### config.mk
export PLATFORM = sky130hd
export DESIGN_NAME = mem_access_ctrl
export DESIGN_NICKNAME = d
export VERILOG_FILES = /design/src/rtl/mem_access_ctrl.sv
export SDC_FILE = /design/constraint.sdc
export NUM_CORES = 1
export LEC_CHECK = 0
export ABC_AREA = 1
export BUFFER_PORTS_ARGS = -buffer_cell sky130_fd_sc_hd__buf_4
export CAP_MARGIN = 20
export CORE_MARGIN = 4
export CORE_UTILIZATION = 48
export CTS_BUF_LIST = sky130_fd_sc_hd__clkbuf_8
export CTS_CLUSTER_DIAMETER = 150
export DETAILED_ROUTE_END_ITERATION = 7
export GPL_TIMING_DRIVEN = 0
export HOLD_SLACK_MARGIN = 0.02
export PLACE_DENSITY_LB_ADDON = 0.12
export REMOVE_ABC_BUFFERS = 1
export SYNTH_ARGS = -nofsm -noshare
export SYNTH_HDL_FRONTEND = slang
export SYNTH_SLANG_ARGS = --single-unit
### constraint.sdc
create_clock -name clk -period 1.79 [get_ports clk]
set_input_delay 0.358 -clock clk [delete_from_list [all_inputs] [get_ports clk]]
set_output_delay 0.358 -clock clk [all_outputs]
set_load 0.01 [all_outputs]
### src/rtl/mem_access_ctrl.sv
// mem_access_ctrl: turns level load/store commands from the instruction unit into a
// single registered read/write request to the system memory subsystem, waits for
// mem_resp (or a timeout) and returns a one-cycle done pulse with an error flag.
// Optional byte-lane steering is enabled by defining MIU_BYTE_LANE_EN.
module mem_access_ctrl #(
    parameter int unsigned ADDR_W  = 14,
    parameter int unsigned DATA_W  = 16,
    parameter int unsigned OPND_W  = 8,
    parameter int unsigned TIMEOUT = 15
) (
    input  logic                       clk,
    input  logic                       reset_n,
    input  logic                       load,
    input  logic                       store,
    input  logic [ADDR_W-1:0]          addr,
    input  logic [DATA_W-1:0]          wdata,
    output logic [OPND_W-1:0]          rdata,
    output logic                       done,
    output logic                       err,
    output logic                       cs,
    output logic                       read_req,
    output logic                       write_req,
    output logic [ADDR_W-1:0]          mem_addr,
    output logic [DATA_W-1:0]          mem_wdata,
    output logic [DATA_W/OPND_W-1:0]   byte_en,
    input  logic [DATA_W-1:0]          mem_rdata,
    input  logic                       mem_resp
);

    localparam int unsigned LANES = DATA_W / OPND_W;
    // Last counter value before the request is abandoned
    localparam logic [7:0] TO_LAST = 8'(TIMEOUT - 1);

    typedef enum logic [1:0] {StIdle, StAccess, StDone, StRelease} state_e;

    state_e state_q, state_d;

    logic [OPND_W-1:0] rdata_q, rdata_d;
    logic              done_q, done_d;
    logic              err_q, err_d;
    logic              read_req_q, read_req_d;
    logic              write_req_q, write_req_d;
    logic [ADDR_W-1:0] mem_addr_q, mem_addr_d;
    logic [DATA_W-1:0] mem_wdata_q, mem_wdata_d;
    logic [LANES-1:0]  byte_en_q, byte_en_d;
    logic [7:0]        cnt_q, cnt_d;

    logic [DATA_W-1:0] store_wdata;
    logic [LANES-1:0]  store_be;
    logic [OPND_W-1:0] rd_lane;

`ifdef MIU_BYTE_LANE_EN
    // Lane steering: low operand replicated on writes, lane chosen by address bit 0
    always_comb begin
        store_wdata          = {LANES{wdata[OPND_W-1:0]}};
        store_be             = '0;
        store_be[addr[0]]    = 1'b1;
        rd_lane              = mem_addr_q[0] ? mem_rdata[OPND_W +: OPND_W]
                                             : mem_rdata[OPND_W-1:0];
    end
`else
    assign store_wdata = wdata;
    assign store_be    = '1;
    assign rd_lane     = mem_rdata[OPND_W-1:0];

    // Upper read lane only matters when lane steering is built in
    logic unused_rdata_hi;
    assign unused_rdata_hi = ^mem_rdata[DATA_W-1:OPND_W];
`endif

    // State register with synchronous active-low reset
    always_ff @(posedge clk) begin
        if (!reset_n) begin
            state_q <= StIdle;
        end else begin
            state_q <= state_d;
        end
    end

    // Next-state decode; RELEASE blocks a held command from retriggering
    always_comb begin
        state_d = state_q;
        unique case (state_q)
            StIdle:    if (load || store) state_d = StAccess;
            StAccess:  if (mem_resp || (cnt_q == TO_LAST)) state_d = StDone;
            StDone:    state_d = StRelease;
            StRelease: if (!load && !store) state_d = StIdle;
            default:   state_d = StIdle;
        endcase
    end

    // Next values of the registered outputs and timeout counter
    always_comb begin
        rdata_d     = rdata_q;
        done_d      = 1'b0;
        err_d       = 1'b0;
        read_req_d  = read_req_q;
        write_req_d = write_req_q;
        mem_addr_d  = mem_addr_q;
        mem_wdata_d = mem_wdata_q;
        byte_en_d   = byte_en_q;
        cnt_d       = cnt_q;
        unique case (state_q)
            StIdle: begin
                cnt_d = '0;
                // Load has priority; a simultaneous store is dropped
                if (load) begin
                    read_req_d = 1'b1;
                    mem_addr_d = addr;
                end else if (store) begin
                    write_req_d = 1'b1;
                    mem_addr_d  = addr;
                    mem_wdata_d = store_wdata;
                    byte_en_d   = store_be;
                end
            end
            StAccess: begin
                cnt_d = cnt_q + 8'd1;
                // A response on the timeout cycle still counts as success
                if (mem_resp) begin
                    read_req_d  = 1'b0;
                    write_req_d = 1'b0;
                    done_d      = 1'b1;
                    if (read_req_q) rdata_d = rd_lane;
                end else if (cnt_q == TO_LAST) begin
                    read_req_d  = 1'b0;
                    write_req_d = 1'b0;
                    done_d      = 1'b1;
                    err_d       = 1'b1;
                end
            end
            default: cnt_d = '0;
        endcase
    end

    // Output and datapath registers
    always_ff @(posedge clk) begin
        if (!reset_n) begin
            rdata_q     <= '0;
            done_q      <= 1'b0;
            err_q       <= 1'b0;
            read_req_q  <= 1'b0;
            write_req_q <= 1'b0;
            mem_addr_q  <= '0;
            mem_wdata_q <= '0;
            byte_en_q   <= '0;
            cnt_q       <= '0;
        end else begin
            rdata_q     <= rdata_d;
            done_q      <= done_d;
            err_q       <= err_d;
            read_req_q  <= read_req_d;
            write_req_q <= write_req_d;
            mem_addr_q  <= mem_addr_d;
            mem_wdata_q <= mem_wdata_d;
            byte_en_q   <= byte_en_d;
            cnt_q       <= cnt_d;
        end
    end

    assign rdata     = rdata_q;
    assign done      = done_q;
    assign err       = err_q;
    assign read_req  = read_req_q;
    assign write_req = write_req_q;
    assign mem_addr  = mem_addr_q;
    assign mem_wdata = mem_wdata_q;
    assign byte_en   = byte_en_q;
    assign cs        = read_req_q | write_req_q;

endmodule
# Yosys cells after proc, flatten, opt, wreduce, memory -nomap -nowiden
# Index checks and enable logic that the tools add are counted.
[op_classes]
add_sub_neg = 1
eq_ne = 11
mux = 15
bitwise_logic = 4
reduce_logical = 16
[ops]
columns = ["cell", "n"]
rows = [
  ["$mux 14", 2],
  ["$ne 2x2->1 const B", 6],
  ["$reduce_and 3->1", 4],
  ["$add 8x1->8 const B", 1],
  ["$eq 8x4->1 const B", 1],
  ["$pmux 2 s4", 1],
  ["$mux 1", 7],
  ["$mux 2", 3],
  ["$eq 2x2->1 const B", 2],
  ["$pmux 1 s2", 2],
  ["$reduce_and 2->1", 2],
  ["$reduce_and 4->1", 1],
  ["$reduce_bool 2->1", 2],
  ["$ne 3x3->1 const B", 1],
  ["$not 1->1", 3],
  ["$reduce_or 3->1", 1],
  ["$eq 2x1->1 const B", 1],
  ["$logic_not 1->1", 2],
  ["$logic_not 2->1", 1],
  ["$logic_or 1x1->1", 2],
  ["$logic_and 1x1->1", 1],
  ["$or 1x1->1", 1],
]
[totals]
register_bits = 53

# Longest topological paths before layout
[logic_depth]
word_depth = 4
ltp_mapped = 11
mapped_depth_nobuf = 11

# Worst setup path after synthesis
# Ideal clock, no wire load.
[synth_timing]
path_type = "reg-to-reg"
from = "register state_q[0]"
to = "register mem_wdata_q[10], in the netlist mem_wdata[10]"
setup_time_ps = 116
arrival_ps = 1184
setup_slack_ps = 491
path_stages_with_launch = 9
synth_period_minus_slack_ps = 1299
cell_sequence = "dfxtp_1 -> inv_1 -> ha_1 -> nand2_2 -> nor2_8 -> inv_4 -> buf_6 -> nor2_1 -> nor2_1"
[synth_between]
elab_chain_len = 2
[synth_rtl]
columns = ["element", "line_no", "rtl"]
rows = [
  ["from (decl)", "36", "state_e state_q, state_d;"],
  ["from (signal assigned)", "74", "state_q <= StIdle;"],
  ["from (signal assigned)", "76", "state_q <= state_d;"],
  ["$logic_not 2->1", "103", "unique case (state_q)"],
  ["$reduce_and 3->1 (no source line)", "--", ""],
  ["to (signal assigned)", "155", "mem_wdata_q <= mem_wdata_d;"],
  ["to (decl)", "44", "logic [DATA_W-1:0] mem_wdata_q, mem_wdata_d;"],
]
# Every way passes these cells.
# A chain may end at the register's enable or synchronous reset.

# Final worst setup path
[layout_timing]
from = "register state_q[0]"
to = "register mem_addr_q[12], in the netlist mem_addr[12]"
[layout_between]
elab_chain_len = 2
[layout_rtl]
columns = ["element", "line_no", "rtl"]
rows = [
  ["$logic_not 2->1", "103", ""],
  ["$reduce_and 2->1 (no source line)", "--", ""],
  ["to (signal assigned)", "154", "mem_addr_q <= mem_addr_d;"],
  ["to (decl)", "43", "logic [ADDR_W-1:0] mem_addr_q, mem_addr_d;"],
]
# Every way passes these cells.

==> results by group <==
Run status
  • Status: completed

Clock tree
  • CTS tree: built
  • CTS Sinks: 53
  • Root Driver: clkbuf_8
  • H-tree depth: 2
  • Clock Path Buffers: 2
  • Clock Latency Late Sink: 0.30 ns
  • CTS Buf Count: 5
  • Post-CTS setup buffers: 0
  • Clock Pin Slew Worst Setup and Hold Paths: 0.09 ns

STA
  • Min Tclk post-route: 1.575 ns
  • Final hold viol count: 0
  • Clk_skew: 0.005728 ns
  • Unrepaired setup endpoints after global routing: false
  • Setup TNS: 0 ns
  • Final cycle utilization of the critical path: 88.00%
  • Setup violations, final: 0
  • Slew Limit Fails: 0
  • Fmax: 634.8 MHz
  • Worst slew pin tran: 0.3676 ns
  • Rel. slew slack: between 70% and 80%

Worst setup path
  • CP Class: reg2reg
  • Crit-path slowest cell: dfxtp_1
  • Critical path arrival: 1.77 ns
  • Critical path launch point type: flip-flop
  • Data required, critical path: 1.98 ns
  • Max stage delay on crit path: 0.35 ns
  • Buf/Inv on CP: 3
  • Worst path top cell family by delay: simple AND/OR/NAND/NOR gates
  • Critical Path Fanout Max: 15
  • Cell-by-cell trace of the critical path: inv_1 > ha_1 > inv_2 > nor2_4 > inv_2 > nor2_1 > nor2_1
  • Worst Setup End Kind: flip-flop

Min path
  • Worst hold path class: in2reg

Global route
  • Met3 usage: 7.838%
  • Initial antenna violation count: 0
  • Grt met2 use: 29.63%
  • Vias in the first global route: 1,809
  • First-pass GRT wire length: between 7000 and 8000 µm
  • Largest net degree at the start of global routing: 44
  • GRT overflow: 0
  • Met1 usage: a little over a fifth
  • GRT Overall Usage: 18.12%
  • Busiest grt layer: met2

Die
  • Die area: between 0.005 and 0.006 mm²
  • Floorplan core area: 0.004115 mm²
  • Die width: 74.02 µm
  • FP Rows: 23
  • Die Ht: ~74 µm
  • # IOs: 96
  • Initial Util: 50.84%

Drt
  • Detailed Routing Iterations Pass 1: 5
  • DRC viols: 0
  • Via/cell ratio: roughly 4.8
  • Routed WL: 4787 µm
  • DRT antenna net count: 0
  • Wire per inst: 12.12 µm
  • Total number of vias: 1,913
  • Initial DRC Count: roughly 120

Synthesis
  • Post-synthesis compound-gate area fraction: 14.06%
  • Post-Syn Area: between 0.002 and 0.0025 mm²
  • Main combinational cell family by area after synthesis: simple AND/OR/NAND/NOR gates
  • Ys Warns: 0
  • Top post-synthesis cells by area: dfxtp_1 (51%), nor2_1 (13%), o21ai_0 (9.6%), ha_1 (3.6%), inv_1 (3.2%)
  • Xor/xnor share of the synthesized area: 0.4187%
  • Synth area leader: dfxtp_1
  • Synth top area share: 50.72%
  • Cell variety after synth: 28
  • Multiplexer share of the synthesized area: 0%
  • Post-synthesis simple-gate area fraction: approximately a quarter
  • Post-synthesis average cell area: 8.015 µm²
  • Synth Instances: 261
  • Sequential element share of the synthesized area: 50.72%
  • Post-Synth Adder-Cell Area: 3.589%
  • #FFs+latches synth: 53

Placed design
  • Port Buffers: 87
  • Dpl hpwl: 3368 µm
  • Final Wtd Congestion: 0.8056
  • Area after DPL: 0.002741 mm²

Power and ir drop
  • LEAKAGE: 0.001365 µW
  • Power per standard cell area: 1220 mW/mm²
  • Worst IR drop on VDD: ~0.76 mV

Layout
  • Nets: 402
  • Antenna Cells: 0
  • Final Util: 68.84%
  • Finished Cell Area: 0.002833 mm²
  • Layout area overhead: 35.41%
  • Share of layout cells above drive strength 1: between 30% and 40%

Run
  • Max capacitance violation total: 0
==> routing by layer <==
layer / part of all wire (%) / vias up
met4: 0.50 / 0
met3: 11 / 2
li1: - / 998
met5: 0 / -
met2: 47 / 64
met1: 41 / 849
==> placed cells by master, fill, tap and decap left out, drive strengths merged <==
| cell type | n |
|---|---|
| o21a | 2 |
| o21ai | 41 |
| nor4 | 1 |
| clkbuf | 6 |
| nand2 | 19 |
| dfxtp | 53 |
| nor3 | 2 |
| nand3 | 8 |
| buf | 87 |
| nor3b | 2 |
| a21oi | 14 |
| nor2 | 76 |
| or2 | 1 |
| inv | 26 |
| xor2 | 1 |
| ha | 6 |
==> sequential cells by signal, indices dropped and copies added (netlist names) <==
register / flops
mem_wdata: 16
state_q: 2
rdata: 8
cnt_q: 8
err: 1
write_req: 1
mem_addr: 14
byte_en: 1
done: 1
read_req: 1
==> what timing repair did <==
item                       in CTS  in global routing
resized for setup               0                  1
hold endpoints to repair        0                  0
setup endpoints to repair       0                  2
hold buffers                    0                  0
==> Yosys cell counts <==
cell and instances:
o21ai_1 1, nand2_2 4, inv_2 6, or2_2 1, nor4_4 1, o21a_1 2, clkbuf_1 2, nor2_4 1
a21oi_2 1, buf_1 1, inv_4 1, nand2_1 15, buf_2 2, nand3_2 1, dfxtp_1 53, nand3_1 7
nor3_1 2, o21ai_0 40, nor2_2 1, nor2_1 73, nor3b_1 2, nor2_8 1, a21oi_1 13, inv_1 18
ha_1 6, xor2_1 1, buf_4 3, buf_6 2
==> cell families (layout without fill, tap and decap cells) <==
family          Yosys count  in the layout
compound gates           57             57
fa+ha+maj                 6              6
xor+xnor                  1              1
buf+inv                  35            119
flops                    53             53
simple gates            109            109
==> worst reg2reg max path: stages (launching register included) <==
cell and delay [ns]:
dfxtp_1 0.35, inv_1 0.09, ha_1 0.25, inv_2 0.09, nor2_4 0.29, inv_2 0.19, nor2_1 0.15, nor2_1 0.06
==> power breakdown <==
part / switching [µW] / internal (µW) / total (µW)
Combinational: 694 / 546 / 1240
Clock: 357 / 302 / 659
Sequential: 138 / 1420 / 1560
Total: 1190 / 2270 / 3460
==> metrics by stage <==
stage	worst slack [ns]	total power (µW)	cells	hold WS, ns
after CTS	0.1992	3492	395	0.2322
final	0.2148	3457	395	0.2473
after detailed placement	0.2464	2821	388	0.4375
after floorplan	0.5061	2246	251	0.4297
after global routing	0.08958	3707	395	0.2402
after global placement	0.2567	2797	388	0.4331
==> final timing paths <==
check,start,slack (ns),cells past startpoint,endpoint
min reg2reg,rdata[2],0.45,2,rdata[2]
min,mem_resp,0.25,2,err
max reg2reg,state_q[0],0.21,7,mem_addr[12]
max,state_q[0],0.21,7,mem_addr[12]
==> cell type report <==
cell class / count / area, µm²
inverter: 25 / 96.34
clock buffer: 6 / 82.58
tap: 50 / 62.56
fill: 377 / 1282
timing repair buffer: 87 / 653.1
multi-input combinational: 173 / 873.3
sequential: 53 / 1061
clock inverter: 1 / 3.754
(Power assumes the default switching activity.)
